## config.mk

```make
export PLATFORM = sky130hd
export DESIGN_NAME = aes_round_sequencer
export DESIGN_NICKNAME = d
export VERILOG_FILES = /design/src/rtl/aes_round_sequencer.sv
export SDC_FILE = /design/constraint.sdc
export NUM_CORES = 1
export LEC_CHECK = 0
export CAP_MARGIN = 10
export CORE_MARGIN = 4
export CORE_UTILIZATION = 54
export DETAILED_ROUTE_END_ITERATION = 7
export GPL_ROUTABILITY_DRIVEN = 0
export GPL_TIMING_DRIVEN = 0
export PLACE_DENSITY_LB_ADDON = 0.1
export SYNTH_ARGS = -nofsm -noshare
export SYNTH_HDL_FRONTEND = slang
export SYNTH_SLANG_ARGS = --single-unit
```

## constraint.sdc

```tcl
create_clock -name clk -period 3.4 [get_ports clk]
set_input_delay 0.85 -clock clk [delete_from_list [all_inputs] [get_ports clk]]
set_output_delay 0.85 -clock clk [all_outputs]
set_load 0.01 [all_outputs]
```

## src/rtl/aes_round_sequencer.sv

```systemverilog
// Control FSM for the iterative AES encrypt datapath: key expansion,
// then one AddRoundKey-only step plus Nr rounds per accepted block.
module aes_round_sequencer #(
    parameter int unsigned Nr             = 14,
    parameter int unsigned KEY_EXP_CYCLES = 15
) (
    input  logic       clk,
    input  logic       rst,
    input  logic       key_valid,
    output logic       key_ready,
    output logic       expand_rst,
    input  logic       blk_valid,
    output logic       blk_ready,
    output logic [3:0] round_idx,
    output logic       sel_first,
    output logic       sel_last,
    output logic       state_load,
    output logic       out_valid,
    input  logic       out_ready,
    output logic       busy
);
    localparam int unsigned CW = $clog2(KEY_EXP_CYCLES + 1);
    localparam logic [CW-1:0] EXP_LAST = CW'(KEY_EXP_CYCLES - 1);
    localparam logic [3:0] LAST_RND = 4'(Nr);

    typedef enum logic [2:0] {
        S_IDLE,
        S_EXPAND,
        S_WAIT,
        S_ROUND,
        S_HOLD
    } state_t;

    state_t        state, state_n;
    logic [CW-1:0] exp_cnt, exp_cnt_n;
    logic [3:0]    round_idx_n;
    logic          key_ready_n, expand_rst_n;
    logic          sel_first_n, sel_last_n;
    logic          state_load_n, out_valid_n, busy_n;

    // A new key always wins, so a block is never taken in its cycle.
    assign blk_ready = (state == S_WAIT) && !key_valid;

    always_comb begin
        state_n      = state;
        exp_cnt_n    = exp_cnt;
        round_idx_n  = round_idx;
        key_ready_n  = key_ready;
        expand_rst_n = 1'b0;
        sel_first_n  = 1'b0;
        sel_last_n   = 1'b0;
        state_load_n = 1'b0;
        out_valid_n  = 1'b0;
        if (key_valid) begin
            state_n      = S_EXPAND;
            exp_cnt_n    = '0;
            round_idx_n  = 4'd0;
            key_ready_n  = 1'b0;
            expand_rst_n = 1'b1;
        end else begin
            case (state)
                S_IDLE: begin
                    state_n = S_IDLE;
                end
                S_EXPAND: begin
                    if (exp_cnt == EXP_LAST) begin
                        state_n     = S_WAIT;
                        key_ready_n = 1'b1;
                    end else begin
                        exp_cnt_n = exp_cnt + 1'b1;
                    end
                end
                S_WAIT: begin
                    if (blk_valid) begin
                        state_n      = S_ROUND;
                        round_idx_n  = 4'd0;
                        state_load_n = 1'b1;
                        sel_first_n  = 1'b1;
                    end
                end
                S_ROUND: begin
                    if (round_idx == LAST_RND) begin
                        state_n     = S_HOLD;
                        out_valid_n = 1'b1;
                    end else begin
                        round_idx_n  = round_idx + 4'd1;
                        state_load_n = 1'b1;
                        sel_last_n   = (round_idx_n == LAST_RND);
                    end
                end
                S_HOLD: begin
                    if (out_ready) state_n = S_WAIT;
                    else out_valid_n = 1'b1;
                end
                default: begin
                    state_n = S_IDLE;
                end
            endcase
        end
        busy_n = (state_n == S_EXPAND) || (state_n == S_ROUND);
    end

    always_ff @(posedge clk or negedge rst) begin
        if (!rst) begin
            state      <= S_IDLE;
            exp_cnt    <= '0;
            round_idx  <= 4'd0;
            key_ready  <= 1'b0;
            expand_rst <= 1'b0;
            sel_first  <= 1'b0;
            sel_last   <= 1'b0;
            state_load <= 1'b0;
            out_valid  <= 1'b0;
            busy       <= 1'b0;
        end else begin
            state      <= state_n;
            exp_cnt    <= exp_cnt_n;
            round_idx  <= round_idx_n;
            key_ready  <= key_ready_n;
            expand_rst <= expand_rst_n;
            sel_first  <= sel_first_n;
            sel_last   <= sel_last_n;
            state_load <= state_load_n;
            out_valid  <= out_valid_n;
            busy       <= busy_n;
        end
    end

endmodule
```

## Word-level counts from Yosys, hierarchy flattened

Index checks and enable logic that the tools add are counted.

| storage, ports and cells | value |
|---|---|
| register bits after elaboration | 18 |
| input bits | 5 |
| output and inout port bits | 12 |
| logic and storage cells | 63 |

| cells by class | value |
|---|---|
| add/sub/neg operators | 2 |
| equal/unequal tests | 12 |
| multiplexer cells | 30 |
| reductions and logical operators | 9 |

Operators with widths:

| operator | count |
|---|---|
| 4-bit two-way mux | 6 |
| 1-bit two-way mux | 15 |
| 3-bit two-way mux | 5 |
| 4-bit equality test (second input constant) | 3 |
| 3-bit case mux with 4 select lines | 1 |
| 3-bit by 2-bit equality test with 1-bit output (second input constant) | 3 |
| 4-bit by 1-bit adder with 4-bit output (second input constant) | 2 |
| 4-bit case mux with 2 select lines | 1 |
| 3-bit by 1-bit equality test with 1-bit output (second input constant) | 2 |
| 3-bit != test (second input constant) | 2 |
| 1-bit case mux with 2 select lines | 2 |
| 2-bit AND reduction | 2 |
| 2-bit nonzero test | 2 |
| 3-bit equality test (second input constant) | 1 |
| 3-bit AND reduction | 1 |
| 3-bit nonzero test | 1 |
| 2-bit != test (second input constant) | 1 |
| 1-bit logical AND | 1 |
| 1-bit logical NOT | 1 |
| 1-bit logical OR | 1 |

## Depth between registers and ports, before layout

| logic depth | value |
|---|---|
| depth after elaboration | 6 |
| mapped depth | 7 |
| depth with buffers taken out | 6 |

## Least setup slack after synthesis

No wires, ideal clock.

| path | value |
|---|---|
| path type | input port to output port |
| start | input key_valid |
| end | output blk_ready |
| data arrival time | 1,294 ps |
| setup slack | 1,256 ps |
| stages | 1 |
| buffers on the path | 0 |
| path through | nor4_1 |

| between the ends | value |
|---|---|
| word-level cells in the longest chain between the ends | 2 |

RTL lines:

| item | line | source |
|---|---|---|
| start: declaration | 9 | `input logic key_valid,` |
| 1-bit logical NOT | 42 | `assign blk_ready = (state == S_WAIT) && !key_valid;` |
| 1-bit logical AND | 42 |  |
| end: declaration | 13 | `output logic blk_ready,` |

Every way passes these cells.

## Worst setup path in the final report

Same ends and word-level chain as after synthesis.

==> out/qor.txt <==
=========================================================================================
Class of the worst hold path ............................................... flip-flop to flip-flop
Y dimension of the die .....................................................      50.0 µm
Synth Register Bits ........................................................           18
Ant. Diodes ................................................................            0
Via count ..................................................................          709
Number of synthesized flops with an enable pin .............................            0
Pwr/cell area ..............................................................   320 mW/mm²
Number of library cell types mapped by synthesis ...........................           32
Final period util ..........................................................        0.948
# DRC ......................................................................            0
Top Ports ..................................................................           17
Yosys warning total ........................................................            0
Power share of the clock group .............................................        0.354
Final Worst Setup Slack ....................................................     0.178 ns
Req. time, crit path .......................................................      2.55 ns
Total setup buffers inserted after CTS .....................................            0
Placement Setup Slack ......................................................     0.184 ns
Initial DRT Pass Iterations ................................................            4
DRC marker count from the first detailed-route iteration ...................            3
Number of buffers created by CTS ...........................................            3
Longest Clk Path Bufs ......................................................            2
FF+latch area ..............................................................      450 µm²
Synth-to-Final Area Change .................................................        23.7%
Maximum number of pins on one net before global-route repair ...............           19
Category of the most critical setup path ................................... primary input to output port
First-pass GRT wire length .................................................      3.24 mm
Initial Util ...............................................................        0.599
Number of endpoints failing setup at the final stage .......................            0
Final-layout setup total negative slack ....................................         0 ns
Crit Reg-Reg Endpoint ...................................................... round_idx[2]
Commonest cells after routing, fill and taps aside ......................... sky130_fd_sc_hd__dfrtp_1, sky130_fd_sc_hd__clkdlybuf4s50_1, sky130_fd_sc_hd__nor2_1
Final number of hold-violating endpoints ...................................            0
Leakage ....................................................................     0.510 nW
Ratio of routed vias to standard cells .....................................         5.21
Relative contribution of combinational cells to total power ................        0.064
GRT Overall Usage ..........................................................        0.172
Cell area after synthesis ..................................................      955 µm²
Multi-input combinational cell area ........................................      452 µm²
Sequential element share of the synthesized area ...........................        0.472
Final Instance Area ........................................................  0.00118 mm²
Data arrival time of the critical path .....................................      2.37 ns
Fraction of layout instances using a drive strength above 1 ................        0.134
Post-layout min period .....................................................      3.22 ns
Post-CTS Resized ...........................................................            0
Number of I/O port buffers .................................................           16
Relative contribution of sequential cells to total power ...................        0.582
TritonCTS clock tree .......................................................          yes
Startpoint of the most critical hold path ..................................    key_ready
Number of buffers inserted by hold repair at cts ...........................            0
Top flip-flop cell by instance count after synthesis ....................... sky130_fd_sc_hd__dfrtp_1
Net Count, Synth ...........................................................          102
Commonest non-fill, non-tap cell in the layout ............................. sky130_fd_sc_hd__dfrtp_1
Count of clock tree sinks ..................................................           18
End point of the critical path .............................................    blk_ready
Overflow left after global routing .........................................            0
Clock latency on the worst-skew pair .......................................      0.29 ns
Count of antenna-violating nets left after detailed routing ................            0
Average size of a mapped cell ..............................................     10.4 µm²
Maximum clock frequency ....................................................    0.310 GHz
Antenna violations before repair ...........................................            0
Horizontal die dimension ...................................................      50.0 µm
Fillcell total .............................................................          117
Share of total power consumed by net switching .............................        0.225
Post-Route Hold Slack ......................................................     0.525 ns
Total number of nets in the final design ...................................          123
Register-to-register path setup slack ......................................      1.86 ns
Count of final max-slew check failures .....................................            0
Placeable Area .............................................................  0.00159 mm²
Die area ...................................................................  0.00250 mm²
Total placed instance area .................................................  0.00114 mm²
Share of the core filled with cells in the final layout ....................        0.741
Internal Power .............................................................     0.293 mW
CTS HTree Levels ...........................................................            1
Setup repair after global routing missed its margin ........................        false
Fin Clk Skew ...............................................................   0.00162 ns
Maximum Capacitance Violations .............................................            0
Total wire length ..........................................................      1.84 mm
Beginning of the worst register-to-register path ........................... round_idx[0]
Maximum fanout count along the critical path ...............................            8
Std cell rows ..............................................................           14
Worst reg2reg path depth ...................................................            7
Root buffer cell ........................................................... sky130_fd_sc_hd__clkbuf_4
Result of the run .......................................................... finished, final reports clean
Slew headroom ..............................................................        0.459
CP startpoint kind ......................................................... primary input
Startpoint of the most critical setup path .................................    key_valid
VDD IR-drop max ............................................................   0.000217 V
Proportion of register bits with asynchronous set or reset after synthesis .         1.00
Reg clk slew, reported paths ...............................................      0.11 ns
Vias in the first global route .............................................          703
Slew at the pin closest to its max-slew limit ..............................     0.809 ns
Mapped Cells ...............................................................           92
Critical path capture point type ...........................................  output port
Per-cell routed wire length ................................................      13.5 µm
Total net switching power ..................................................    0.0854 mW
Final HPWL from detailed placement .........................................      1.30 mm
=========================================================================================
[layout make-up]
| class | instances | area share |
|---|---|---|
| buffer | 3 | 0.0222 |
| multi-input combinational | 64 | 0.382 |
| timing repair buffer | 16 | 0.136 |
| sequential | 18 | 0.381 |
| clock buffer | 4 | 0.0307 |
| inverter | 7 | 0.0222 |
| tap | 24 | 0.0254 |
[power by group through the flow]
stage | registers (mW) | logic [mW] | clock network [mW]
2_1_floorplan | 0.224 | 0.00961 | 0
3_3_place_gp | 0.224 | 0.0232 | 0
3_5_place_dp | 0.225 | 0.0243 | 0
4_1_cts | 0.220 | 0.0245 | 0.140
5_1_grt | 0.221 | 0.0272 | 0.153
6_report | 0.220 | 0.0241 | 0.134
[cell families (layout without fill, tap and decap cells)]
| logic type | count (synthesis) | after routing | synth area share |
|---|---|---|---|
| muxes | 1 | 1 | 0.0105 |
| xor gates and xnor gates | 6 | 6 | 0.0550 |
| buffers and inverters | 10 | 30 | 0.0550 |
| DFF | 18 | 18 | 0.472 |
| AOI/OAI and AO/OA | 15 | 15 | 0.119 |
| and+or+nand+nor | 37 | 37 | 0.223 |
| adders and majority gates | 5 | 5 | 0.0655 |
[layer usage]
layer | routed length, µm | track usage
met1 | 895 | 0.231
met2 | 845 | 0.246
met3 | 74 | 0.0361
met4 | 26 | 0.111
met5 | 0 | 0
[worst min path at each step]
stage,slack [ns],cells past startpoint,end
6_report,0.52,2,key_ready
5_1_grt,0.56,2,key_ready
4_1_cts,0.53,2,key_ready
3_5_place_dp,0.51,2,key_ready
3_3_place_gp,0.50,2,key_ready
2_1_floorplan,0.50,1,sel_first
[flip-flops by register name, summed over array words and instances (netlist names)]
register    count
sel_first       1
busy            1
key_ready       1
expand_rst      1
exp_cnt         4
state_load      1
out_valid       1
state           3
round_idx       4
sel_last        1
[synth_stat cells (all sizes together) (2+ instances only)]
library cell,n,area share
ha,5,0.066
nand2b,3,0.020
o21a,2,0.016
nand3,7,0.037
xor2,5,0.046
buf,2,0.024
a21oi,7,0.045
nor2,10,0.039
a211oi,3,0.034
nand2,5,0.022
dfrtp,18,0.47
nor4,2,0.013
inv,7,0.028
[per-stage QoR]
step | power [mW] | std cells
5_1_grt | 0.401 | 136
6_report | 0.379 | 136
3_5_place_dp | 0.249 | 132
4_1_cts | 0.385 | 136
2_1_floorplan | 0.234 | 92
3_3_place_gp | 0.248 | 132
[worst max-delay path: stages]
cell	delay, ns
sky130_fd_sc_hd__clkdlybuf4s50_1	0.60
sky130_fd_sc_hd__nor4_1	0.34
sky130_fd_sc_hd__clkdlybuf4s50_1	0.58
Note: power is estimated with default switching activity, not from simulation.
